## src/rtl/hsi_com_line_sel.sv

```systemverilog
// Command/data line-pair selector for the HSI master: routes the coder onto one of N_CH
// redundant com lines, tracks consecutive failures per line and fails over on request.
module hsi_com_line_sel #(
   parameter int N_CH      = 2,
   parameter int MAX_FAILS = 3,
   parameter bit STICKY    = 1'b0,
   localparam int CH_W     = (N_CH > 1) ? $clog2(N_CH) : 1
) (
   input  logic              clk,
   input  logic              rst,
   input  logic [CH_W-1:0]   base_ch,
   input  logic [N_CH-1:0]   ch_en,
   input  logic              switch_req,
   input  logic              frame_ok,
   input  logic              frame_to_reply_end,
   input  logic              clr_fail,
   input  logic              cd_q,
   input  logic [N_CH-1:0]   dat_in,
   output logic [N_CH-1:0]   com,
   output logic              dat_out,
   output logic [CH_W-1:0]   act_ch,
   output logic              switched,
   output logic [N_CH-1:0]   ch_failed,
   output logic              all_failed,
   output logic              no_alt
);

   // state | meaning
   // OFF   | just out of reset, all lines idle high
   // BASE  | following base_ch whenever it is usable
   // SW    | failed over to an alternative channel
   typedef enum logic [1:0] {OFF, BASE, SW} state_t;

   localparam int         N_PAD = 1 << CH_W;
   localparam logic [3:0] MAX_F = 4'(MAX_FAILS);

   state_t            state, state_nxt;
   logic [CH_W-1:0]   act_nxt;
   logic [3:0]        fail_cnt [N_PAD];
   logic [3:0]        cnt_nxt  [N_PAD];
   logic [N_PAD-1:0]  failed_q, failed_nxt;
   logic              no_alt_nxt;

   // Index-safe copies so a base_ch beyond N_CH reads as disabled.
   logic [N_PAD-1:0]  en_pad, dat_pad;
   logic              base_ok;
   logic              found;
   logic [CH_W-1:0]   cand, probe;
   int                idx;

   always_comb begin
      en_pad              = '0;
      en_pad[N_CH-1:0]    = ch_en;
      dat_pad             = '1;
      dat_pad[N_CH-1:0]   = dat_in;
   end

   assign base_ok = (int'(base_ch) < N_CH) && en_pad[base_ch] && !failed_q[base_ch];

   always_comb begin
      state_nxt  = state;
      act_nxt    = act_ch;
      cnt_nxt    = fail_cnt;
      failed_nxt = failed_q;
      no_alt_nxt = 1'b0;
      found      = 1'b0;
      cand       = '0;
      probe      = '0;
      idx        = 0;
      case (state)
         OFF: begin
            state_nxt = BASE;
            act_nxt   = (int'(base_ch) < N_CH) ? base_ch : '0;
         end
         default: begin
            if (clr_fail) begin
               for (int i = 0; i < N_PAD; i++) cnt_nxt[i] = 4'd0;
               failed_nxt = '0;
            end else if (switch_req) begin
               if (fail_cnt[act_ch] < MAX_F)
                  cnt_nxt[act_ch] = fail_cnt[act_ch] + 4'd1;
               if (cnt_nxt[act_ch] >= MAX_F)
                  failed_nxt[act_ch] = 1'b1;
               // Round-robin search starting just after the active channel.
               for (int k = 1; k < N_CH; k++) begin
                  idx   = (int'(act_ch) + k) % N_CH;
                  probe = CH_W'(idx);
                  if (!found && en_pad[probe] && !failed_nxt[probe]) begin
                     found = 1'b1;
                     cand  = probe;
                  end
               end
               if (found) begin
                  act_nxt   = cand;
                  state_nxt = SW;
               end else begin
                  no_alt_nxt = 1'b1;
               end
            end else begin
               if (frame_ok)
                  cnt_nxt[act_ch] = 4'd0;
               if (state == BASE) begin
                  if (base_ok) act_nxt = base_ch;
               end else if (frame_to_reply_end && !STICKY && base_ok) begin
                  act_nxt   = base_ch;
                  state_nxt = BASE;
               end
            end
         end
      endcase
   end

   always_ff @(posedge clk or posedge rst) begin
      if (rst) begin
         state    <= OFF;
         act_ch   <= '0;
         failed_q <= '0;
         no_alt   <= 1'b0;
         for (int i = 0; i < N_PAD; i++) fail_cnt[i] <= 4'd0;
      end else begin
         state    <= state_nxt;
         act_ch   <= act_nxt;
         failed_q <= failed_nxt;
         no_alt   <= no_alt_nxt;
         for (int i = 0; i < N_PAD; i++) fail_cnt[i] <= cnt_nxt[i];
      end
   end

   assign ch_failed  = failed_q[N_CH-1:0];
   assign switched   = (state == SW);
   assign all_failed = &(ch_failed | ~ch_en);

   // Output routing is combinational so cd_q reaches the pin with no added latency.
   always_comb begin
      com = '1;
      if (state != OFF) begin
         for (int i = 0; i < N_CH; i++)
            if (act_ch == CH_W'(i) && ch_en[i]) com[i] = cd_q;
      end
   end

   assign dat_out = (state != OFF && en_pad[act_ch]) ? dat_pad[act_ch] : 1'b1;

endmodule

```

## config.mk

```make
export PLATFORM = sky130hd
export DESIGN_NAME = hsi_com_line_sel
export DESIGN_NICKNAME = d
export VERILOG_FILES = /design/src/rtl/hsi_com_line_sel.sv
export SDC_FILE = /design/constraint.sdc
export NUM_CORES = 1
export LEC_CHECK = 0
export ABC_AREA = 1
export CAP_MARGIN = 20
export CORE_MARGIN = 2
export CORE_UTILIZATION = 50
export CTS_BUF_LIST = sky130_fd_sc_hd__clkbuf_8
export DETAILED_ROUTE_END_ITERATION = 8
export GPL_ROUTABILITY_DRIVEN = 0
export GPL_TIMING_DRIVEN = 0
export PLACE_DENSITY = 0.87
export SYNTH_ARGS = -nofsm -noshare
export SYNTH_HDL_FRONTEND = slang
export SYNTH_SLANG_ARGS = --single-unit
```

## constraint.sdc

```tcl
create_clock -name clk -period 4.1 [get_ports clk]
set_input_delay 0.82 -clock clk [delete_from_list [all_inputs] [get_ports clk]]
set_output_delay 0.82 -clock clk [all_outputs]
set_load 0.02 [all_outputs]
```

==> impl_metrics.csv <==
group,metric,value,unit
sta,setup_ws,1110,ps
route,wirelength,2190,um
layout,layout_commonest_cell,"nand2_1",
layout,num-nets-final,174,
setup_path,critPathCaptureType,"output pin",
die,fp.coreArea,0.00175,sq mm
sta,fmax,334,MHz
power_and_ir_drop,p_leak,0.597,nW
setup_path,arrival,2170,ps
clocking,cts_tree,"yes",
route,via_per_inst,5.27,
sta,rsz0062_at_grt,"false",
synth,yosysUniqueCellTypes,22,
route,antenna_left,0,
die,io_pins,21,
setup_path,path_class,"in2out",
global_routing,grt_pass1_wl,3500,um
job,drv_cap,0,
layout,n_antenna_cell,0,
setup_path,cpPeakStageDelay,610,ps
synth,ys_ff_latch,14,
die,die_h,47.4,um
clocking,numCtsBuffers,3,
die,die_w,47.4,um
sta,fin_tns_setup,0,ps
layout,drive_gt1_share,10.6,%
synth,ys_seq_area_share,37.3,%
setup_path,ff2ff_path_depth,13,
clocking,h-tree-depth,1,
clocking,cts_sinks,14,
layout,fill_cells,147,
sta,period_share,73.0,%
clocking,postCtsSetupBuffers,0,
clocking,path_clk_slew,60,ps
layout,final_area,0.00123,sq mm
outcome,outcome,"finished, final reports clean",
sta,hold-worst-slack,518,ps
global_routing,grt_pass1_vias,880,
sta,clock_skew,0.735,ps
global_routing,grt_max_degree,15,
synth,synth_nets,149,
worst_hold_path,holdPathStages,2,
sta,setup_viol,0,
synth,ys.warnings.count,0,
sta,hold_viol,0,
setup_path,start_kind,"input pin",
route,route.detailed.drc,0,
clocking,clock_latency,250,ps
placed_design,placed_area,0.00117,sq mm
setup_path,timing.critical_path.mode_cell,"inv_1",
setup_path,cpMaxStageDelayCell,"clkdlybuf4s50_1",
die,rows,15,
sta,min_period,2990,ps
setup_path,worstReg2RegStart,"act_ch",
placed_design,post-dp-hpwl,1760,um
clocking,cts_hold_buf,0,
clocking,clockBufferDepth,2,
route,vias,975,
die,initial_core_util,53.8,%
worst_hold_path,hold_end,"fail_cnt[2]",
route,wl_per_cell,11.8,um
placed_design,dp_slack,1120,ps
route,dr.pass1.iters,4,
setup_path,required,3280,ps
synth,syn_area_per_cell,6.91,sq um
setup_path,cp_max_fo,3,
die,dieArea,0.00224,sq mm
route,drt_iter0_markers,29,
clocking,cts_resized,0,
layout,postLayoutCoreUtil,70.3,%
layout,syn_to_final_growth,30.5,%
setup_path,rrSetupSlack,2140,ps
setup_path,path_cells,"clkdlybuf4s50_1 > inv_1 > nor2_1 > inv_1 > nand2_1 > inv_1 > clkdlybuf4s50_1",
power_and_ir_drop,p_per_area,674,mW/mm^2
global_routing,grt_overflow,0,
power_and_ir_drop,ir_drop,0.372,mV
placed_design,port_buffers,20,
clocking,root_buffer,"clkbuf_8",
synth,syn_inst,136,
layout,mostFrequentLayoutCells,"nand2_1, inv_1, clkdlybuf4s50_1",
sta,tightest_slew,529,ps
worst_hold_path,hp-class,"reg2reg",
global_routing,global_route.usage.total,22.4,%
setup_path,regToRegEndpoint,"ch_failed[1]",
global_routing,antenna_found_initial,0,
sta,drv_slew,0,
sta,max_slew_margin,64.7,%
worst_hold_path,hp-start,"fail_cnt[2]",
synth,synth_area,940,sq um
==> worst max-delay path by stage <==
stage             start         end  slack, ps  cells after the start
2_1_floorplan  ch_en[0]     dat_out       2080                      3
3_5_place_dp   ch_en[0]  all_failed       1120                      7
3_3_place_gp   ch_en[1]     dat_out       1150                      5
6_report       ch_en[0]  all_failed       1110                      7
4_1_cts        ch_en[0]  all_failed       1120                      7
5_1_grt        ch_en[0]  all_failed       1060                      7
==> critical path, delay by kind of cell <==
family        cells  cell delay, ps
simple gates      2             100
buf+inv           5            1250
==> metrics by stage <==
step                      power, W  cells
after floorplan           0.000549    136
final                     0.000826    185
after global routing      0.000891    185
after CTS                 0.000826    185
after global placement    0.000674    181
after detailed placement  0.000687    181
==> Yosys cell counts <==
library cell	count	share of area, %
buf_2	1	0.53
inv_2	1	0.40
nor2_2	3	2.0
ha_1	1	1.3
nand3_1	5	2.7
o2111ai_1	2	1.9
a22oi_1	1	0.80
nor2_1	17	6.8
o21ai_0	11	5.9
o21ai_2	2	1.9
nor2_4	2	2.4
nand4_1	6	4.0
dfrtp_1	14	37
o21ai_1	4	2.1
o21bai_1	3	2.4
nor3_1	1	0.53
nand2_1	27	11
a21oi_1	4	2.1
nand2_2	3	2.0
inv_1	26	10
nand3_2	1	1.1
o211ai_1	1	0.80
==> sequential cells by signal (all words and copies together), names as in the netlist <==
register and flops:
fail_cnt 8, ch_failed 2, state 2, act_ch 1, no_alt 1
==> power breakdown <==
part | total (W) | leakage (nW) | internal, W | switching [W]
Combinational | 0.000474 | 0.384 | 0.000183 | 0.000292
Clock | 0.000135 | 0.0288 | 0.0000851 | 0.0000497
Sequential | 0.000217 | 0.185 | 0.000178 | 0.0000392
Total | 0.000826 | 0.597 | 0.000446 | 0.000381
==> cell families (layout without fill, tap and decap cells) <==
kind of cell	count (synthesis)	after routing	synth area share, %
flip-flops	14	14	37.3
adder cells (fa/ha/maj)	1	1	1.33
buffers and inverters	28	52	11.3
AO/OA/AOI/OAI	28	28	17.8
AND/OR/NAND/NOR	65	65	32.2
==> cell type report <==
class                           instances  area [sq um]  area share (%)
Multi-Input combinational cell         94           483            39.4
Inverter                               27           101            8.27
Buffer                                  1          5.00           0.408
Tap cell                               25          31.3            2.55
Sequential cell                        14           350            28.6
Clock buffer                            4          55.1            4.49
Timing Repair Buffer                   20           200            16.3
==> metal layers <==
metal  GRT usage, %  share of wire [%]  up-vias
met5              0                  0        -
met1           28.3                 44      446
met2           37.3                 49       37
met3           5.00                6.5        3
met4           7.78               0.78        0
li1               -                  -      489
(Power assumes the default switching activity.)
